==> config.mk <==
export PLATFORM = sky130hd
export DESIGN_NAME = reaction_timer_ctrl_flat
export DESIGN_NICKNAME = d
export VERILOG_FILES = /design/src/rtl/rt_pkg.sv /design/src/rtl/reaction_timer_ctrl_if.sv /design/src/rtl/ms_counter.sv /design/src/rtl/reaction_timer_ctrl.sv /design/src/flat_wrapper.sv
export SDC_FILE = /design/constraint.sdc
export NUM_CORES = 1
export LEC_CHECK = 0
export ABC_AREA = 1
export ABC_CLOCK_PERIOD_IN_PS = 3200
export BUFFER_PORTS_ARGS = -buffer_cell sky130_fd_sc_hd__buf_2
export CORE_MARGIN = 5
export CORE_UTILIZATION = 58
export CTS_BUF_LIST = sky130_fd_sc_hd__clkbuf_8
export DETAILED_ROUTE_END_ITERATION = 6
export HOLD_SLACK_MARGIN = 0.15
export PLACE_DENSITY_LB_ADDON = 0.12
export SETUP_SLACK_MARGIN = 0.02
export SYNTH_ARGS = -nofsm -noshare
export SYNTH_HDL_FRONTEND = slang
export SYNTH_SLANG_ARGS = --single-unit
==> constraint.sdc <==
create_clock -name CLOCK_50 -period 3.2 [get_ports CLOCK_50]
set_clock_uncertainty 0.15 [all_clocks]
set_input_delay 0.16 -clock CLOCK_50 [delete_from_list [all_inputs] [get_ports CLOCK_50]]
set_output_delay 0.16 -clock CLOCK_50 [all_outputs]
set_load 0.01 [all_outputs]
==> src/rtl/rt_pkg.sv <==
// Shared types and default sizing for the reaction-timer game sequencer.
package rt_pkg;

   localparam int unsigned DefCntW  = 14;
   localparam int unsigned DefMaxMs = 9999;

   typedef enum logic [2:0] {
      StIdle,
      StArm,
      StMeasure,
      StDone,
      StFalse
   } rt_state_e;

endpackage

==> src/rtl/reaction_timer_ctrl_if.sv <==
// Button/light/display signal bundle between the game sequencer and its surroundings.
interface reaction_timer_ctrl_if #(
   parameter int unsigned CNT_W = rt_pkg::DefCntW
);

   logic             tick_ms;
   logic             start_lvl;
   logic             react_lvl;
   logic             lights_out;
   logic             seq_start;
   logic             busy;
   logic [CNT_W-1:0] rt_ms;
   logic             rt_valid;
   logic             false_start;
   logic             timed_out;
   logic [CNT_W-1:0] best_ms;
   logic             new_best;

   modport slave (
      input  tick_ms, start_lvl, react_lvl, lights_out,
      output seq_start, busy, rt_ms, rt_valid, false_start, timed_out, best_ms, new_best
   );

   modport master (
      output tick_ms, start_lvl, react_lvl, lights_out,
      input  seq_start, busy, rt_ms, rt_valid, false_start, timed_out, best_ms, new_best
   );

endinterface

==> src/rtl/ms_counter.sv <==
// Clear/enable millisecond counter that saturates at MAX_MS instead of wrapping.
module ms_counter #(
   parameter int unsigned CNT_W  = 14,
   parameter int unsigned MAX_MS = 9999
) (
   input  logic             clk_i,
   input  logic             rst_i,
   input  logic             clr_i,
   input  logic             en_i,
   output logic [CNT_W-1:0] cnt_o,
   output logic             sat_o,
   output logic             last_o
);

   localparam logic [CNT_W-1:0] MaxCnt = CNT_W'(MAX_MS);

   logic [CNT_W-1:0] cnt_q, cnt_d;

   always_comb begin
      cnt_d = cnt_q;
      if (clr_i) begin
         cnt_d = '0;
      end else if (en_i && (cnt_q != MaxCnt)) begin
         cnt_d = cnt_q + 1'b1;
      end
   end

   always_ff @(posedge clk_i) begin
      if (rst_i) begin
         cnt_q <= '0;
      end else begin
         cnt_q <= cnt_d;
      end
   end

   assign cnt_o  = cnt_q;
   assign sat_o  = (cnt_q == MaxCnt);
   // One more increment lands exactly on the saturation value.
   assign last_o = (cnt_q == (MaxCnt - 1'b1));

endmodule

==> src/rtl/reaction_timer_ctrl.sv <==
// F1 reaction-timer game sequencer: arm, wait for lights-out, measure ms until reaction.
// Optional best-time tracking is built when BEST_TIME_EN is defined.
module reaction_timer_ctrl
   import rt_pkg::*;
#(
   parameter int unsigned CNT_W  = DefCntW,
   parameter int unsigned MAX_MS = DefMaxMs
) (
   input  logic                  CLOCK_50,
   input  logic                  reset,
   reaction_timer_ctrl_if.slave  bus
);

   rt_state_e        state_q;
   logic             start_q, react_q;
   logic             start_ev, react_ev;
   logic             seq_start_q, busy_q, rt_valid_q, false_start_q, timed_out_q;
   logic             cnt_clr, cnt_en, cnt_sat, cnt_last;
   logic [CNT_W-1:0] cnt;

   assign start_ev = bus.start_lvl & ~start_q;
   assign react_ev = bus.react_lvl & ~react_q;

   always_comb begin
      cnt_clr = 1'b0;
      cnt_en  = 1'b0;
      case (state_q)
         StIdle, StDone, StFalse: cnt_clr = start_ev;
         StArm:                   cnt_clr = 1'b1;
         // A tick in the same cycle as the reaction is not counted.
         StMeasure:               cnt_en  = bus.tick_ms & ~react_ev;
         default:                 cnt_clr = 1'b1;
      endcase
   end

   ms_counter #(
      .CNT_W  (CNT_W),
      .MAX_MS (MAX_MS)
   ) u_ms_counter (
      .clk_i  (CLOCK_50),
      .rst_i  (reset),
      .clr_i  (cnt_clr),
      .en_i   (cnt_en),
      .cnt_o  (cnt),
      .sat_o  (cnt_sat),
      .last_o (cnt_last)
   );

   always_ff @(posedge CLOCK_50) begin
      if (reset) begin
         state_q       <= StIdle;
         start_q       <= 1'b1;
         react_q       <= 1'b1;
         seq_start_q   <= 1'b0;
         busy_q        <= 1'b0;
         rt_valid_q    <= 1'b0;
         false_start_q <= 1'b0;
         timed_out_q   <= 1'b0;
      end else begin
         start_q     <= bus.start_lvl;
         react_q     <= bus.react_lvl;
         seq_start_q <= 1'b0;
         case (state_q)
            StIdle, StDone, StFalse: begin
               if (start_ev) begin
                  state_q       <= StArm;
                  seq_start_q   <= 1'b1;
                  busy_q        <= 1'b1;
                  rt_valid_q    <= 1'b0;
                  false_start_q <= 1'b0;
                  timed_out_q   <= 1'b0;
               end
            end
            StArm: begin
               if (react_ev) begin
                  state_q       <= StFalse;
                  busy_q        <= 1'b0;
                  false_start_q <= 1'b1;
               end else if (bus.lights_out) begin
                  state_q <= StMeasure;
               end
            end
            StMeasure: begin
               if (react_ev) begin
                  state_q    <= StDone;
                  busy_q     <= 1'b0;
                  rt_valid_q <= 1'b1;
               end else if (bus.tick_ms && (cnt_last || cnt_sat)) begin
                  state_q     <= StDone;
                  busy_q      <= 1'b0;
                  rt_valid_q  <= 1'b1;
                  timed_out_q <= 1'b1;
               end
            end
            default: begin
               state_q <= StIdle;
               busy_q  <= 1'b0;
            end
         endcase
      end
   end

   assign bus.seq_start   = seq_start_q;
   assign bus.busy        = busy_q;
   assign bus.rt_ms       = cnt;
   assign bus.rt_valid    = rt_valid_q;
   assign bus.false_start = false_start_q;
   assign bus.timed_out   = timed_out_q;

`ifdef BEST_TIME_EN
   localparam logic [CNT_W-1:0] MaxCnt = CNT_W'(MAX_MS);

   logic [CNT_W-1:0] best_q;
   logic             new_best_q;

   // Only a reaction can set a record; ties keep the earlier one.
   always_ff @(posedge CLOCK_50) begin
      if (reset) begin
         best_q     <= MaxCnt;
         new_best_q <= 1'b0;
      end else begin
         new_best_q <= 1'b0;
         if ((state_q == StMeasure) && react_ev && (cnt < best_q)) begin
            best_q     <= cnt;
            new_best_q <= 1'b1;
         end
      end
   end

   assign bus.best_ms  = best_q;
   assign bus.new_best = new_best_q;
`else
   assign bus.best_ms  = '0;
   assign bus.new_best = 1'b0;
`endif

endmodule

==> src/flat_wrapper.sv <==
// flat-port wrapper written by rule: the top's interface ports become plain ports
module reaction_timer_ctrl_flat import rt_pkg::*;
#(
   parameter int unsigned CNT_W  = DefCntW,
   parameter int unsigned MAX_MS = DefMaxMs
)
  (CLOCK_50, reset, bus_tick_ms, bus_start_lvl, bus_react_lvl, bus_lights_out, bus_seq_start, bus_busy, bus_rt_ms, bus_rt_valid, bus_false_start, bus_timed_out, bus_best_ms, bus_new_best);
  reaction_timer_ctrl_if #(.CNT_W(CNT_W)) bus_i ();
  input  logic CLOCK_50;
  input  logic reset;
  input wire logic [$bits(bus_i.tick_ms)-1:0] bus_tick_ms;
  input wire logic [$bits(bus_i.start_lvl)-1:0] bus_start_lvl;
  input wire logic [$bits(bus_i.react_lvl)-1:0] bus_react_lvl;
  input wire logic [$bits(bus_i.lights_out)-1:0] bus_lights_out;
  output wire logic [$bits(bus_i.seq_start)-1:0] bus_seq_start;
  output wire logic [$bits(bus_i.busy)-1:0] bus_busy;
  output wire logic [$bits(bus_i.rt_ms)-1:0] bus_rt_ms;
  output wire logic [$bits(bus_i.rt_valid)-1:0] bus_rt_valid;
  output wire logic [$bits(bus_i.false_start)-1:0] bus_false_start;
  output wire logic [$bits(bus_i.timed_out)-1:0] bus_timed_out;
  output wire logic [$bits(bus_i.best_ms)-1:0] bus_best_ms;
  output wire logic [$bits(bus_i.new_best)-1:0] bus_new_best;
  assign bus_i.tick_ms = bus_tick_ms;
  assign bus_i.start_lvl = bus_start_lvl;
  assign bus_i.react_lvl = bus_react_lvl;
  assign bus_i.lights_out = bus_lights_out;
  assign bus_seq_start = bus_i.seq_start;
  assign bus_busy = bus_i.busy;
  assign bus_rt_ms = bus_i.rt_ms;
  assign bus_rt_valid = bus_i.rt_valid;
  assign bus_false_start = bus_i.false_start;
  assign bus_timed_out = bus_i.timed_out;
  assign bus_best_ms = bus_i.best_ms;
  assign bus_new_best = bus_i.new_best;
  reaction_timer_ctrl #(.CNT_W(CNT_W), .MAX_MS(MAX_MS)) u_core (.CLOCK_50(CLOCK_50), .reset(reset), .bus(bus_i));
endmodule
---- Word-level counts from Yosys, hierarchy flattened ----
Index checks and enable logic that the tools add are counted.
operators by class
  reduce and logical (&&, ||, !) cells .... 14
  $add $sub $neg .......................... 1
  eq/ne operators ......................... 13
  muxes and demuxes ....................... 22
  bitwise logic cells ..................... 7
operators by type and width
  operator                 number
  $eq A14 B14 Y1 const B   2
  $mux W3                  5
  $add A14 B1 Y14 const B  1
  $ne A14 B14 Y1 const B   1
  $reduce_and A3 Y1        4
  $mux W1                  11
  $pmux W3 S3              1
  $pmux W1 S2              4
  $eq A3 B2 Y1 const B     2
  $ne A2 B1 Y1 const B     3
  $not A1 Y1               4
  $reduce_and A4 Y1        1
  $reduce_bool A2 Y1       2
  $reduce_or A2 Y1         2
  $and A1 B1 Y1            3
  $eq A3 B1 Y1 const B     1
  $eq A3 B3 Y1 const B     1
  $logic_not A3 Y1         1
  $ne A3 B1 Y1 const B     1
  $ne A3 B2 Y1 const B     1
  $pmux W1 S3              1
  $reduce_or A3 Y1         1
  $logic_and A1 B1 Y1      2
  $ne A2 B2 Y1 const B     1
  $logic_or A1 B1 Y1       1
word-level totals
  word-level logic and storage cells ...... 66
  input port bits ......................... 6
  register bits ........................... 24

---- Logic depth before layout (Yosys ltp) ----
  depth after elaboration ................. 6
  gate-level depth with buffers ........... 10
  gate-level depth less buffers ........... 10

---- Modules after synthesis ----
A second synthesis with hierarchy kept.
unflattened totals
  cells, all modules ...................... 220
  area total of the unflattened synthesis .. 1505.2 um^2
modules (own cells, without submodules)
  module               times used  area an instance (um^2)  cells each  seq. area each (um^2)
  ms_counter           1           875.8                    137         280.3
  reaction_timer_ctrl  1           629.4                    83          200.2

---- Worst setup path before layout ----
OpenSTA, ideal clock, no wires.
  kind .................................... reg2reg
  start point ............................. reg u_core.u_ms_counter.cnt_q[0], in the netlist u_core.u_ms_counter.cnt_o[0]
  end point ............................... reg u_core.u_ms_counter.cnt_q[2], in the netlist u_core.u_ms_counter.cnt_o[2]
  clock period less this slack ............ 1.630 ns
  arrival ................................. 1.359 ns
  path slack .............................. 1.570 ns
  setup time .............................. 0.120 ns
  stages on the path, launching flop included .. 9
  data required time ...................... 2.930 ns
  path through ............................ dfxtp_1 -> ha_1 -> nand3_2 -> nor2_1 -> nand2_1 -> nand2_2 -> buf_6 -> o21ai_1 -> nor3b_2
between the ends
  word-level cells in the longest chain between the ends .. 2
ends and longest elaborated chain
  what                                                                     line              text
  start: declaration                                                       ms_counter.sv:17  logic [CNT_W-1:0] cnt_q, cnt_d;
  start signal: assignment                                                 ms_counter.sv:32  cnt_q <= cnt_d;
  parallel branches: the longest is 2 deep, another holds $add A14 B1 Y14  -
Several ways; the timed one is not identified.
A chain may end at the register's enable or synchronous reset.

---- Final worst setup path ----
  start point ............................. reg u_core.u_ms_counter.cnt_q[0], in the netlist u_core.u_ms_counter.cnt_o[0]
  end point ............................... reg u_core.u_ms_counter.cnt_q[0], in the netlist u_core.u_ms_counter.cnt_o[0]
The elaborated chain is that of the path after synthesis.

==> impl_metrics.ini <==
[floorplanning]
coreArea_mm2 = 0.002432
rows = 18
dieArea_mm2 = 0.003608
die_y_um = 60.07
die_x_um = 60.07
start_util_pct = 59.77
io_pins = 40

[setup_path]
critical-path-max-stage-delay_ns = 0.43
cp_data_required_time_ns = 3.21
setup.worst_path.class = reg -> reg
cp-start-kind = flip-flop
crit_chain = ha_1 > nand3_2 > nor2_1 > nand2_1 > nand2_2 > inv_4 > o21ai_0 > a21oi_2
worstPathArrival_ns = 1.93
cp-end-kind = flip-flop
crit_slowest_cell = dfxtp_1
crit_fanout = 17

[clocking]
cts_resized = 0
post_cts_buffers = 0
clkSlewWorstSetupHoldPaths_ns = 0.09
clk_latency_ns = 0.27
cts_max_path_buffers = 2
holdBufCountCts = 4
htreeDepth = 1
cts_tree = done
cts-buffers-inserted = 3
cts_sinks = 24
root_buffer = clkbuf_8

[placement]
hpwlAfterDp_um = 2343
dp_slack_ns = 1.360
dp_cells = 263
gp_congestion = 0.8537
port_buffers = 24

[logic_synthesis]
synth.distinct_cells = 27
synth.largest_area_cell = dfxtp_1
syn_inst = 212
avgSynthCellArea_um2 = 6.858
ys_ff_latch = 24
yosys.area.top_type_share_pct = 33.05
synth_area_mm2 = 0.001454
synth_top_cells_by_area = dfxtp_1, nand2_1, buf_4
ys_warn_count = 0
yosysSeqAreaShare_pct = 33.05

[final_layout]
final_cells = 271
syn_to_final_growth_pct = 12.82
antennaDiodeCount = 0
n_fill_cell = 231
finalNetCount = 250
drive_gt1_share_pct = 19.09

[drt]
routedWlPerCell_um = 11.47
vias = 1347
drt_wl_total_um = 3109
antenna_left = 0
remaining_drc_errors = 0
drt_iter0_markers = 59
first_pass_iters = 4
vias_per_cell = 4.970

[outcome]
outcome = completed

[sta]
tns_ns = 0
hold_viol = 0
slew_violations = 0
period_needed_ns = 1.913
period_share_pct = 59.78
finalSetupViolations = 0
max_clock_freq_mhz = 522.7
rsz0062_at_grt = false
layout_setup_ws_ns = 1.287

[global_routing]
grt_pass1_wl_um = 5223
grt.overflow.total = 0
grt_max_degree = 18
grt_pass1_vias = 1222
grt.total_usage_pct = 18.88
antenna_found_initial = 0

[power_and_ir_drop]
report.power.total_mw = 0.9240
power.density_mw_per_mm2 = 563.3
irDropWorstVdd_v = 0.0005296
leakage_nw = 0.7176

[run]
drv_cap = 0

[hold_path]
hold_class = in -> reg
==> cells in the mapped netlist (all sizes together) <==
master	number
nor2	23
nor3	6
nand3b	2
conb	1
nor3b	1
xnor2	3
dfxtp	24
inv	26
nand2	61
a21oi	20
nand4	1
o21ai	7
xor2	3
nand3	15
ha	2
buf	17
==> per-stage QoR <==
stage	utilization (%)	hold slack, ns	cell area [um^2]
3_3_place_gp	62.86	0.1957	1529
5_1_grt	67.44	0.2514	1640
2_1_floorplan	-	0.07907	1506
4_1_cts	67.44	0.1887	1640
3_5_place_dp	62.86	0.2030	1529
6_report	67.44	0.1943	1640
==> routing by layer <==
layer	track usage (%)	wire, um	vias up
li1	-	-	694
met3	3.024	176	5
met1	24.57	1466	612
met5	0	0	-
met4	8.861	35	0
met2	30.25	1431	36
==> worst max-delay path, delay by kind of cell, from the launching register on <==
family          cells  cell delay [ns]
compound gates      2             0.26
simple gates        4             0.56
flops               1             0.43
fa+ha+maj           1             0.25
buf+inv             1             0.13
==> cells by family after synthesis <==
family	synth area share (%)
DFF	33.05
adders and majority gates	1.721
and+or+nand+nor	35.11
buffers and inverters	16.18
other	0.2579
xor gates and xnor gates	3.615
AOI/OAI and AO/OA	10.07
==> where the power goes <==
part,leakage [nW],internal (mW),switching [mW]
registers,0.195,0.323,0.0178
logic,0.487,0.0986,0.216
clock network,0.0357,0.167,0.101
total,0.718,0.589,0.335
==> cell type report <==
type / count / area, um^2 / share of cell area (%)
clock inverter: 1 / 30.03 / 1.831
sequential: 24 / 480.5 / 29.29
tap: 30 / 37.54 / 2.288
clock buffer: 3 / 41.29 / 2.517
timing repair buffer: 28 / 160.2 / 9.764
multi-input combinational: 159 / 790.8 / 48.21
inverter: 26 / 100.1 / 6.102
==> state kept, by name (all words and copies together) (netlist names) <==
| name | flops |
|---|---|
| u_core.bus.busy | 1 |
| u_core.react_q | 1 |
| u_core.bus.false_start | 1 |
| u_core.start_q | 1 |
| u_core.bus.timed_out | 1 |
| u_core.state_q | 3 |
| u_core.bus.seq_start | 1 |
| u_core.u_ms_counter.cnt_o | 14 |
| u_core.bus.rt_valid | 1 |
==> cells in the final DEF (no fill, tap or decap), types with 3 or more instances in the layout <==
master         synthesis  routed
o21ai_1                3       3
dfxtp_1               24      24
xor2_1                 3       3
buf_2                  0      24
nor3_1                 3       3
nand2_2                3       3
xnor2_1                3       3
nor2_1                23      23
nand3_1               11      11
nand3_2                3       3
o21ai_0                3       3
nand2_1               58      58
a21oi_1               18      18
conb_1                 1      15
dlygate4sd3_1          0       4
clkbuf_8               0       3
inv_2                  3       3
inv_1                 22      22
==> final timing paths <==
kind | start | to | slack, ns | cells after the start
setup / recovery | u_core.u_ms_counter.cnt_o[0]$_SDFFE_PP0P_ | u_core.u_ms_counter.cnt_o[0]$_SDFFE_PP0P_ | 1.29 | 8
hold / removal | bus_lights_out | u_core.state_q[2]$_SDFFE_PP0P_ | 0.19 | 5
setup reg to reg | u_core.u_ms_counter.cnt_o[0]$_SDFFE_PP0P_ | u_core.u_ms_counter.cnt_o[0]$_SDFFE_PP0P_ | 1.29 | 8
hold reg to reg | u_core.bus.timed_out$_SDFFE_PP0P_ | u_core.bus.timed_out$_SDFFE_PP0P_ | 0.30 | 2
Power figures use the tool's default switching activity.
